===== config.mk =====
export PLATFORM = sky130hd
export DESIGN_NAME = acc_cpu
export DESIGN_NICKNAME = d
export VERILOG_FILES = /design/src/rtl/acc_cpu.sv
export SDC_FILE = /design/constraint.sdc
export NUM_CORES = 1
export LEC_CHECK = 0
export BUFFER_PORTS_ARGS = -buffer_cell sky130_fd_sc_hd__buf_4
export CAP_MARGIN = 20
export CELL_PAD_IN_SITES_DETAIL_PLACEMENT = 0
export CELL_PAD_IN_SITES_GLOBAL_PLACEMENT = 1
export CORE_MARGIN = 5
export CORE_UTILIZATION = 42
export CTS_CLUSTER_SIZE = 8
export DETAILED_ROUTE_END_ITERATION = 12
export PLACE_DENSITY_LB_ADDON = 0.1
export SETUP_SLACK_MARGIN = 0.3
export SLEW_MARGIN = 20
export SYNTH_ARGS = -nofsm -noshare
export SYNTH_HDL_FRONTEND = slang
export SYNTH_SLANG_ARGS = --single-unit

===== constraint.sdc =====
create_clock -name i_clock -period 2.8 [get_ports i_clock]
set_input_delay 0.28 -clock i_clock [delete_from_list [all_inputs] [get_ports i_clock]]
set_output_delay 0.28 -clock i_clock [all_outputs]
set_load 0.005 [all_outputs]

===== src/rtl/acc_cpu.sv =====
// Parametrised accumulator CPU: FETCH/EXEC/HALT sequencer with a req/ack fetch
// port, a flagged ALU, an internal register file and conditional jumps.
module acc_cpu #(
  parameter int WIDTH  = 4,
  parameter int ADDR_W = 4,
  parameter int NREG   = 4
) (
  input  logic              i_clock,
  input  logic              i_reset_n,
  input  logic              i_run,
  output logic              o_imem_req,
  output logic [ADDR_W-1:0] o_imem_addr,
  input  logic              i_imem_ack,
  input  logic [WIDTH+3:0]  i_imem_data,
  output logic [WIDTH-1:0]  o_acc,
  output logic              o_zero,
  output logic              o_carry,
  output logic [WIDTH-1:0]  o_out_data,
  output logic              o_out_valid,
  output logic [1:0]        o_state,
  output logic              o_halted
);

  localparam int KW = (NREG > 1) ? $clog2(NREG) : 1;

  localparam logic [3:0] OP_LDI = 4'h1, OP_LDR = 4'h2, OP_STR = 4'h3, OP_ADD = 4'h4;
  localparam logic [3:0] OP_SUB = 4'h5, OP_AND = 4'h6, OP_OR  = 4'h7, OP_XOR = 4'h8;
  localparam logic [3:0] OP_NOT = 4'h9, OP_SHL = 4'hA, OP_OUT = 4'hB, OP_JMP = 4'hC;
  localparam logic [3:0] OP_JZ  = 4'hD, OP_JC  = 4'hE, OP_HLT = 4'hF;

  typedef enum logic [1:0] {
    S_FETCH = 2'd0,
    S_EXEC  = 2'd1,
    S_HALT  = 2'd2
  } state_t;

  state_t             r_state;
  state_t             w_state_next;
  logic [ADDR_W-1:0]  r_pc;
  logic [WIDTH+3:0]   r_ir;
  logic [WIDTH-1:0]   r_acc;
  logic               r_zero;
  logic               r_carry;
  logic [WIDTH-1:0]   r_out_data;
  logic               r_out_valid;
  logic               r_halted;
  logic [WIDTH-1:0]   r_regs [NREG];

  logic [3:0]         w_op;
  logic [WIDTH-1:0]   w_operand;
  logic [KW-1:0]      w_k;
  logic [WIDTH-1:0]   w_rk;
  logic [WIDTH-1:0]   w_acc_next;
  logic               w_zero_next;
  logic               w_carry_next;
  logic [ADDR_W-1:0]  w_pc_next;
  logic               w_reg_we;
  logic [WIDTH:0]     w_sum;
  logic               w_fetch_hit;

  assign w_op      = r_ir[WIDTH+3:WIDTH];
  assign w_operand = r_ir[WIDTH-1:0];
  assign w_k       = w_operand[KW-1:0];
  assign w_rk      = r_regs[w_k];

  // Sequencer: the fetch request is the only combinational output.
  always_comb begin
    w_state_next = r_state;
    o_imem_req   = 1'b0;
    w_fetch_hit  = 1'b0;
    case (r_state)
      S_FETCH: begin
        o_imem_req  = i_run;
        w_fetch_hit = i_run & i_imem_ack;
        if (w_fetch_hit) w_state_next = S_EXEC;
      end
      S_EXEC:  w_state_next = (w_op == OP_HLT) ? S_HALT : S_FETCH;
      S_HALT:  w_state_next = S_HALT;
      default: w_state_next = S_FETCH;
    endcase
  end

  always_comb begin
    w_acc_next   = r_acc;
    w_zero_next  = r_zero;
    w_carry_next = r_carry;
    w_pc_next    = r_pc + ADDR_W'(1);
    w_reg_we     = 1'b0;
    w_sum        = '0;
    case (w_op)
      OP_LDI: w_acc_next = w_operand;
      OP_LDR: w_acc_next = w_rk;
      OP_STR: w_reg_we   = 1'b1;
      OP_ADD: begin
        w_sum = {1'b0, r_acc} + {1'b0, w_rk};
        {w_carry_next, w_acc_next} = w_sum;
      end
      // The wrapped-out top bit of the subtraction is exactly the borrow.
      OP_SUB: begin
        w_sum = {1'b0, r_acc} - {1'b0, w_rk};
        {w_carry_next, w_acc_next} = w_sum;
      end
      OP_AND: w_acc_next = r_acc & w_rk;
      OP_OR:  w_acc_next = r_acc | w_rk;
      OP_XOR: w_acc_next = r_acc ^ w_rk;
      OP_NOT: w_acc_next = ~r_acc;
      OP_SHL: begin
        w_carry_next = r_acc[WIDTH-1];
        w_acc_next   = r_acc << 1;
      end
      OP_JMP: w_pc_next = w_operand[ADDR_W-1:0];
      OP_JZ:  if (r_zero)  w_pc_next = w_operand[ADDR_W-1:0];
      OP_JC:  if (r_carry) w_pc_next = w_operand[ADDR_W-1:0];
      default: ;
    endcase
    if (w_op == OP_LDI || w_op == OP_LDR || (w_op >= OP_ADD && w_op <= OP_SHL))
      w_zero_next = (w_acc_next == '0);
  end

  always_ff @(posedge i_clock or negedge i_reset_n) begin
    if (!i_reset_n) begin
      r_state     <= S_FETCH;
      r_pc        <= '0;
      r_ir        <= '0;
      r_acc       <= '0;
      r_zero      <= 1'b0;
      r_carry     <= 1'b0;
      r_out_data  <= '0;
      r_out_valid <= 1'b0;
      r_halted    <= 1'b0;
      for (int i = 0; i < NREG; i++) r_regs[i] <= '0;
    end else begin
      r_state     <= w_state_next;
      r_out_valid <= 1'b0;
      if (w_fetch_hit) r_ir <= i_imem_data;
      if (r_state == S_EXEC) begin
        r_acc   <= w_acc_next;
        r_zero  <= w_zero_next;
        r_carry <= w_carry_next;
        r_pc    <= w_pc_next;
        if (w_reg_we) r_regs[w_k] <= r_acc;
        if (w_op == OP_OUT) begin
          r_out_data  <= r_acc;
          r_out_valid <= 1'b1;
        end
        if (w_op == OP_HLT) r_halted <= 1'b1;
      end
    end
  end

  assign o_imem_addr = r_pc;
  assign o_acc       = r_acc;
  assign o_zero      = r_zero;
  assign o_carry     = r_carry;
  assign o_out_data  = r_out_data;
  assign o_out_valid = r_out_valid;
  assign o_state     = r_state;
  assign o_halted    = r_halted;

endmodule

==> flow_summary.yaml <==
detailed_routing:
  drtIter0Drc: 75
  via_per_inst: 5.48
  drc: 0
  first_pass_iters: 4
  vias: 1983
  ant_nets: 0
  routed_wl_um: 6300
  wl_per_cell_um: 17.4
clock_tree:
  cts_root_buffer: "clkbuf_8"
  h-tree-depth: 2
  clock_path_buffers: 2
  cts_inserted_buffers: 5
  tritoncts: "yes"
  worstSkewPairLatency_ps: 300
  clk_pin_slew_ps: 90
  clock_sinks: 42
worst_setup_path:
  slowest_delay_ps: 580
  rr_endpoint: "o_zero$_DFFE_PN0P_"
  slowest_stage: "mux4_2"
  rr_worst_depth: 8
  cp-end-kind: "flop"
  crit_type: "flop to flop"
  r2r_start: "r_ir[0]$_DFFE_PN0P_"
  r2r_slack_ps: 130
  required_ps: 3040
  path_max_fanout: 4
  startpoint_type: "flop"
  arrival_ps: 2920
  path_cells: "mux4_2 -> ha_4 -> fa_1 -> mux2i_1 -> a211o_1 -> a221o_1 -> nor3_2 -> a32o_1"
cells_and_area:
  n_antenna_cell: 0
  multi_input_area_sq_mm: 0.00151
  seq_area_sq_mm: 0.00105
  fill_cells: 576
  area_growth_pct: 20.2
  design_area_sq_mm: 0.00316
  drive_gt1_share_pct: 35.9
  fin_nets: 316
  final_util_pct: 52.8
placement:
  dpl.hpwl_um: 4590
  placed_area_sq_mm: 0.00298
  io_buffers: 30
  gp_congestion: 0.781
yosys:
  syn_area_sq_mm: 0.00263
  synth_ff_type: "dfrtp_1"
  synth_top_area_share_pct: 39.9
  ys_warn_count: 0
  ys_seq_area_share_pct: 39.9
  synthDistinctLibCells: 55
  yosys.cell_count.top_type: "dfrtp_1"
  synth_edf_count: 0
  syn_inst: 247
  ys_ff_latch: 42
  synth.largest_area_cell: "dfrtp_1"
  synth.area.top_cells: "dfrtp_1 40%, mux2_2 12%, ha_1 7.6%"
  async_flop_share_pct: 100
  postSynthAreaPerCell_sq_um: 10.7
  synth_nets: 277
  synthTopCellsByCount: "42 x dfrtp_1, 28 x mux2_2, 16 x ha_1, 16 x nand2_1, 14 x inv_1"
global_route:
  grt_pass1_wl_um: 10400
  grt_overflow: 0
  grt_max_degree: 43
  antenna_found_initial: 0
  grt.total_usage_pct: 17.6
  grt_pass1_vias: 2039
timing:
  fin_crit_sh_pct: 95.5
  fin_skew_ps: 11.2
  worst_pin_slew_ps: 653
  relSlewSlack_pct: 56.4
  slew_violations: 0
  layout_min_cycle_time_ps: 2670
  fmax_ghz: 0.374
  finalHoldViolations: 0
  setup_viol: 0
  rsz0062_at_grt: "yes"
die:
  core_area_sq_mm: 0.00599
  die_h_um: 89.2
  die_w_um: 89.2
  rows: 28
  initial_utilization_pct: 43.9
  die_area_sq_mm: 0.00795
  ios: 31
worst_hold_path:
  min_path_cells: 3
  holdPathEnd: "r_ir[4]$_DFFE_PN0P_"
  hp-class: "input pin to flop"
  min_from: "i_imem_data[4]"
power:
  p_per_area_mw_per_mm2: 845
  ir_worst_vdd_mv: 0.426
  p_leak_nw: 1.42
run:
  cap_violations: 0
outcome:
  outcome: "finished, final reports clean"
-- final cells by class --
type                            count  share of cell area [%]
Clock inverter                      3                   0.593
Clock buffer                        5                    2.17
Inverter                           14                    1.74
Sequential cell                    42                    33.3
Timing Repair Buffer               48                    11.5
Tap cell                           75                    2.97
Multi-Input combinational cell    175                    47.8
-- cell usage in the layout, fill, tap and decap left out, types with 3 or more instances in the layout --
master | netlist | final
clkbuf_8 | 0 | 5
mux2i_1 | 6 | 6
dfrtp_1 | 42 | 40
nand3_1 | 4 | 4
mux2_2 | 28 | 28
nand3b_1 | 5 | 5
buf_4 | 0 | 47
nor4b_1 | 3 | 3
mux4_2 | 3 | 4
o2111ai_1 | 3 | 3
a21oi_1 | 9 | 9
ha_1 | 16 | 12
nor3_2 | 1 | 3
o21ai_0 | 10 | 9
nand2_1 | 16 | 16
nand2b_1 | 3 | 3
ha_4 | 0 | 3
nor2_1 | 13 | 13
nor3b_1 | 4 | 4
nor3_1 | 5 | 3
inv_1 | 14 | 13
nor2b_1 | 7 | 7
-- routing by layer --
metal  wire length, um  track usage [%]
met5                 0                0
met4                76             5.28
met3               168             2.95
met2              3050             28.9
met1              3010             23.8
-- worst max-delay path: cells and delay by family (launching register included) --
family / cells / cell delay [ps]
adders and majority gates: 2 / 670
DFF: 1 / 410
AOI/OAI and AO/OA: 3 / 760
and+or+nand+nor: 1 / 120
muxes: 2 / 650
-- metrics by stage --
stage | instances | power (mW) | TNS [ps] | hold WS [ps] | setup slack, ps
finish | 362 | 2.68 | 0 | 186 | 127
global route | 362 | 2.91 | -15.6 | 182 | -15.6
CTS | 361 | 2.68 | 0 | 182 | 126
detailed placement | 348 | 2.21 | 0 | 311 | 5.61
global placement | 348 | 2.21 | 0 | 312 | 110
floorplan | 247 | 1.73 | 0 | -15.6 | 120
-- registers in the layout, summed over array words and instances (netlist names) --
| signal | flops |
|---|---|
| r_ir | 8 |
| o_state | 2 |
| o_zero | 1 |
| o_out_valid | 1 |
| r_regs | 16 |
| o_out_data | 4 |
| o_acc | 4 |
| o_imem_addr | 4 |
| o_halted | 1 |
| o_carry | 1 |
-- power by group --
part	total [mW]	leakage, nW	internal, mW	switching (mW)
Sequential	0.943	0.540	0.776	0.166
Combinational	1.33	0.834	0.663	0.666
Clock	0.403	0.0483	0.176	0.228
Total	2.68	1.42	1.61	1.06
-- worst max path at each step --
| stage | start | endpoint | slack, ps | depth (start not counted) |
|---|---|---|---|---|
| finish | r_ir[0]$_DFFE_PN0P_ | o_zero$_DFFE_PN0P_ | 130 | 8 |
| CTS | r_ir[0]$_DFFE_PN0P_ | o_zero$_DFFE_PN0P_ | 130 | 8 |
| detailed placement | r_ir[0]$_DFFE_PN0P_ | o_zero$_DFFE_PN0P_ | 6 | 8 |
| floorplan | r_ir[0]$_DFFE_PN0P_ | o_zero$_DFFE_PN0P_ | 120 | 9 |
| global route | r_ir[0]$_DFFE_PN0P_ | o_zero$_DFFE_PN0P_ | -20 | 8 |
| global placement | r_ir[0]$_DFFE_PN0P_ | o_zero$_DFFE_PN0P_ | 110 | 8 |
-- what timing repair did --
| item | 4_1_cts | 5_1_grt |
|---|---|---|
| hold endpoints to repair | 42 | 0 |
| hold buffers | 1 | 0 |
| setup buffers | 4 | 1 |
| resized for setup | 9 | 4 |
| setup endpoints to repair | 4 | 8 |
| pin swaps | 5 | 2 |
-- kinds of logic after synthesis --
| family | count (synthesis) | synth area share (%) |
|---|---|---|
| buffers and inverters | 30 | 4.99 |
| adder cells (fa/ha/maj) | 18 | 9.13 |
| AND/OR/NAND/NOR | 71 | 15.1 |
| XOR/XNOR | 2 | 0.666 |
| AO/OA/AOI/OAI | 46 | 12.4 |
| multiplexers | 38 | 17.8 |
| flip-flops | 42 | 39.9 |
Power figures use the tool's default switching activity.
